## config.mk

```make
export PLATFORM = sky130hd
export DESIGN_NAME = edge_event_scheduler
export DESIGN_NICKNAME = d
export VERILOG_FILES = /design/src/rtl/edge_event_pkg.sv /design/src/rtl/edge_detect.sv /design/src/rtl/edge_event_scheduler.sv
export SDC_FILE = /design/constraint.sdc
export NUM_CORES = 1
export LEC_CHECK = 0
export CORE_MARGIN = 1
export CORE_UTILIZATION = 41
export DETAILED_ROUTE_END_ITERATION = 12
export PLACE_DENSITY = 0.71
export SKIP_CTS_REPAIR_TIMING = 1
export SLEW_MARGIN = 0
export SYNTH_ARGS = -nofsm -noshare
export SYNTH_HDL_FRONTEND = slang
export SYNTH_SLANG_ARGS = --single-unit
export TNS_END_PERCENT = 30
```

## constraint.sdc

```tcl
create_clock -name clk -period 1.7 [get_ports clk]
set_clock_uncertainty 0.05 [all_clocks]
set_input_delay 0.17 -clock clk [delete_from_list [all_inputs] [get_ports clk]]
set_output_delay 0.17 -clock clk [all_outputs]
set_load 0.02 [all_outputs]
```

## src/rtl/edge_event_pkg.sv

```systemverilog
// Shared definitions for the edge event scheduler.
//
// Contents:
//   N_CH_DEFAULT - default number of monitored channels
//   ch_width()   - channel index width for a given channel count
//   EDGE_FALL    - stored edge type for a falling edge (0)
//   EDGE_RISE    - stored edge type for a rising edge (1)
package edge_event_pkg;

    localparam int unsigned N_CH_DEFAULT = 4;

    localparam logic EDGE_FALL = 1'b0;
    localparam logic EDGE_RISE = 1'b1;

    // Index width is clog2 of the channel count, never below one bit.
    function automatic int unsigned ch_width(input int unsigned n);
        return (n > 1) ? $clog2(n) : 1;
    endfunction

endpackage

```

## src/rtl/edge_detect.sv

```systemverilog
// Single-channel edge detector: registers the raw level and flags the
// transitions between the previous and the current sample.
//
// Ports:
//   clk  - clock, rising edge
//   rst  - asynchronous active-low reset, clears the previous sample
//   a    - raw channel level, synchronous to clk
//   rise - a is high, previous sample low
//   fall - a is low, previous sample high
module edge_detect
    import edge_event_pkg::*;
(
    input  logic clk,
    input  logic rst,
    input  logic a,
    output logic rise,
    output logic fall
);

    logic prev_q;

    always_ff @(posedge clk or negedge rst) begin
        if (!rst) begin
            prev_q <= 1'b0;
        end else begin
            prev_q <= a;
        end
    end

    assign rise = a & ~prev_q;
    assign fall = ~a & prev_q;

endmodule

```

## src/rtl/edge_event_scheduler.sv

```systemverilog
// Edge event scheduler: detects edges on N_CH channels, queues one pending
// event per channel and offers them round-robin over a valid/ready port.
//
// Build option:
//   EDGE_EVENT_FALLING_EN - when defined, falling edges are also events and
//                           evt_rise reports the stored edge type; otherwise
//                           only rising edges are detected and evt_rise
//                           equals evt_valid.
//
// Ports:
//   clk       - clock, rising edge
//   rst       - asynchronous active-low reset, clears all state
//   a         - raw channel levels
//   evt_valid - an event is offered
//   evt_ready - consumer accepts the offered event
//   evt_ch    - channel of the offered event
//   evt_rise  - edge type of the offered event (1 rising, 0 falling)
//   ovf       - sticky per-channel overflow flags
//   clr_ovf   - clears all overflow flags
module edge_event_scheduler
    import edge_event_pkg::*;
#(
    parameter int unsigned N_CH = N_CH_DEFAULT,
    parameter int unsigned CH_W = ch_width(N_CH)
) (
    input  logic            clk,
    input  logic            rst,
    input  logic [N_CH-1:0] a,
    output logic            evt_valid,
    input  logic            evt_ready,
    output logic [CH_W-1:0] evt_ch,
    output logic            evt_rise,
    output logic [N_CH-1:0] ovf,
    input  logic            clr_ovf
);

    logic [N_CH-1:0] rise;
    logic [N_CH-1:0] fall;
    logic [N_CH-1:0] hit;

    logic [N_CH-1:0] pending_q, pending_d;
    logic [N_CH-1:0] ovf_q, ovf_d, ovf_set;
    logic [CH_W-1:0] ptr_q, ptr_d;

    logic [CH_W-1:0] sel;
    logic [CH_W-1:0] hi_sel, lo_sel;
    logic            hi_found;
    logic            xfer;

    for (genvar g = 0; g < N_CH; g++) begin : g_det
        edge_detect u_edge_detect (
            .clk  (clk),
            .rst  (rst),
            .a    (a[g]),
            .rise (rise[g]),
            .fall (fall[g])
        );
    end

`ifdef EDGE_EVENT_FALLING_EN
    logic [N_CH-1:0] etype_q, etype_d;

    assign hit = rise | fall;
`else
    logic unused_fall;

    assign hit         = rise;
    assign unused_fall = ^fall;
`endif

    // Round-robin pick from registered state only: lowest pending channel at
    // or above ptr, else lowest pending channel overall (wrap-around).
    always_comb begin
        hi_found = 1'b0;
        hi_sel   = '0;
        lo_sel   = '0;
        for (int c = N_CH - 1; c >= 0; c--) begin
            if (pending_q[c]) begin
                lo_sel = CH_W'(c);
                if (c >= int'(ptr_q)) begin
                    hi_found = 1'b1;
                    hi_sel   = CH_W'(c);
                end
            end
        end
        sel = hi_found ? hi_sel : lo_sel;
    end

    assign evt_valid = |pending_q;
    assign evt_ch    = sel;
    assign xfer      = evt_valid & evt_ready;
    assign ovf       = ovf_q;

`ifdef EDGE_EVENT_FALLING_EN
    assign evt_rise = evt_valid & etype_q[sel];
`else
    assign evt_rise = evt_valid;
`endif

    always_comb begin
        pending_d = pending_q;
        ovf_set   = '0;
`ifdef EDGE_EVENT_FALLING_EN
        etype_d   = etype_q;
`endif
        for (int c = 0; c < N_CH; c++) begin
            if (xfer && (sel == CH_W'(c))) begin
                // Slot frees this cycle, so a simultaneous edge refills it.
                pending_d[c] = hit[c];
`ifdef EDGE_EVENT_FALLING_EN
                if (hit[c]) begin
                    etype_d[c] = rise[c] ? EDGE_RISE : EDGE_FALL;
                end
`endif
            end else if (hit[c]) begin
                if (pending_q[c]) begin
                    // Slot occupied: keep the older event, flag the loss.
                    ovf_set[c] = 1'b1;
                end else begin
                    pending_d[c] = 1'b1;
`ifdef EDGE_EVENT_FALLING_EN
                    etype_d[c]   = rise[c] ? EDGE_RISE : EDGE_FALL;
`endif
                end
            end
        end

        // A new overflow wins over a simultaneous clear.
        ovf_d = (clr_ovf ? '0 : ovf_q) | ovf_set;

        ptr_d = ptr_q;
        if (xfer) begin
            ptr_d = (sel == CH_W'(N_CH - 1)) ? '0 : sel + CH_W'(1);
        end
    end

    always_ff @(posedge clk or negedge rst) begin
        if (!rst) begin
            pending_q <= '0;
            ovf_q     <= '0;
            ptr_q     <= '0;
        end else begin
            pending_q <= pending_d;
            ovf_q     <= ovf_d;
            ptr_q     <= ptr_d;
        end
    end

`ifdef EDGE_EVENT_FALLING_EN
    always_ff @(posedge clk or negedge rst) begin
        if (!rst) begin
            etype_q <= '0;
        end else begin
            etype_q <= etype_d;
        end
    end
`endif

endmodule
```

==> impl_metrics.tcl <==
set metrics [dict create \
    ys_ff_latch 14 \
    initial_core_util_pct 46.43 \
    hpwlAfterDp_um 895.4 \
    leakagePower_uw 0.0004338 \
    finalSetupTns_ps -5.700 \
    coreArea_mm2 0.001383 \
    num-nets-final 96 \
    design_area_um2 938.4 \
    dr.pass1.iters 3 \
    required_ps 1810 \
    start_kind "flop" \
    boundaryPins 16 \
    rows 13 \
    vias 481 \
    netlist_area_um2 641.9 \
    fin_crit_sh_pct 100.3 \
    gp_congestion 0.7574 \
    slew_headroom_pct 83.94 \
    antenna_left 0 \
    seq_area_frac_synth_pct 54.58 \
    hold_viol 0 \
    setup_viol 1 \
    cts_tree "built" \
    synth_ff_type "dfrtp_1" \
    vias_per_cell 4.908 \
    overflow 0 \
    root_buffer "clkbuf_4" \
    violations "setup timing" \
    path_max_fanout 6 \
    final_cells 98 \
    dp_cells 93 \
    status "finished with violations" \
    clk_latency_ps 270 \
    fin_ws_ps -5.700 \
    yosysTopAreaCell "dfrtp_1" \
    antenna_found_initial 0 \
    layout_commonest_cell "dfrtp_1" \
    layout_common_cells "dfrtp_1 (12), clkdlybuf4s50_1 (11), nand2_1 (10), buf_4 (6), inv_1 (5)" \
    num_antenna_cells 0 \
    dr.first_iter.drc_count 5 \
    arrival_ps 1820 \
    finalCriticalPeriod_ps 1706 \
    crit_path_end_kind "flop" \
    powerDensity_mw_per_mm2 1909 \
    path_clk_slew_ps 80 \
    grt_pass1_wl_um 2042 \
    cts_made_buffers 3 \
    synth_edf_count 0 \
    io_buffers 15 \
    rr_worst_depth 4 \
    grt_max_degree 15 \
    post_route_cells_drive_above_1_share_pct 34.94 \
    synth_top_area_share_pct 54.58 \
    area.growth.synth_to_final_pct 46.20 \
    syn_inst 59 \
    dpl-instance-area_um2 854.6 \
    maxSlewViolCount 0 \
    rsz0062_at_grt "yes" \
    die_area_mm2 0.001728 \
    fin_util_pct 67.87 \
    tightest_slew_ps 234.3 \
    cts_max_path_buffers 2 \
    synth_fp_nets 71 \
    async_reset_ff_share_pct 100.0 \
    grtUsageTotal_pct 15.39 \
    syn_area_per_cell_um2 10.88 \
    grt_pass1_vias 481 \
    die_w_um 41.57 \
    synth.distinct_cells 18 \
    synth.area.top_cells "dfrtp_1 (55%), ha_1 (7.8%), nand2_1 (7.0%)" \
    maxCapViolCount 0 \
    clock-sinks 14 \
    drt_wl_total_um 1209 \
    hp-class "input pin to async pin" \
    dp_slack_ps -36.80 \
    wire_per_inst_um 12.34 \
    irDropWorstVdd_uv 1050 \
    htreeDepth 1 \
    yosys_warnings 0 \
    die_h_um 41.57 \
    crit_type "flop to flop" \
    fmax_mhz 586.3 \
    drcViolationCount 0 \
]
-- logic make-up after synthesis --
family                   synth area share (%)
AND/OR/NAND/NOR                         14.23
multiplexers                            5.458
buffers and inverters                   5.458
flip-flops                              54.58
AO/OA/AOI/OAI                           12.48
adder cells (fa/ha/maj)                 7.798
-- sequential cells by signal (all words and copies together) (netlist names) --
name / flops
g_det.u_edge_detect.prev_q: 4
ovf: 4
pending_q: 4
ptr_q: 2
-- report_power, final --
group	switching, uW	leakage [uW]	internal, uW
logic	480	0.000252	534
clock network	104	0.0000210	130
registers	103	0.000161	440
-- layer usage --
layer	GRT usage, %	vias to the layer above	part of all wire (%)
met5	0	-	0
li1	-	245	-
met2	25.00	8	50
met1	19.71	228	46
met4	5.806	0	0
met3	3.913	0	3.6
-- worst paths after layout --
check                                         startpoint                       endpoint  slack (ps)
max                                         pending_q[1]                       ptr_q[1]          -6
min                                                  rst  g_det[3].u_edge_detect.prev_q         140
max reg2reg                                 pending_q[1]                       ptr_q[1]          -6
min reg2reg                g_det[1].u_edge_detect.prev_q                   pending_q[1]         460
max in group asynchronous                            rst                       ptr_q[1]        1280
min in group clk                                    a[1]  g_det[1].u_edge_detect.prev_q         310
-- stage by stage --
| step | hold slack, ps | total power (uW) |
|---|---|---|
| final | 142.5 | 1791 |
| after global routing | 168.3 | 1921 |
| after CTS | 137.7 | 1660 |
| after detailed placement | 443.6 | 1417 |
| after global placement | 443.9 | 1405 |
| after floorplan | -175.6 | 1075 |
-- cells in the mapped netlist, types with 2 or more instances --
| cell | number |
|---|---|
| inv_1 | 6 |
| o22ai_1 | 5 |
| nand2_1 | 12 |
| nand2b_1 | 4 |
| mux2i_1 | 2 |
| a21oi_1 | 2 |
| dfrtp_1 | 14 |
| ha_1 | 4 |
-- critical path, cell delays in order, from the launching register on --
cell,delay [ps]
dfrtp_2,450
or4_4,560
buf_4,160
nand2_2,80
mux2_4,290
-- layout make-up --
| cell class | instances | area (um^2) |
|---|---|---|
| fillers | 117 | 444.2 |
| flip-flops and latches | 14 | 352.8 |
| repair buffers | 22 | 206.4 |
| multi-input cells | 37 | 301.5 |
| well taps | 15 | 18.77 |
| clock buffers | 4 | 36.28 |
| inverters | 6 | 22.52 |
No activity file was read; power rests on OpenSTA's default activity.
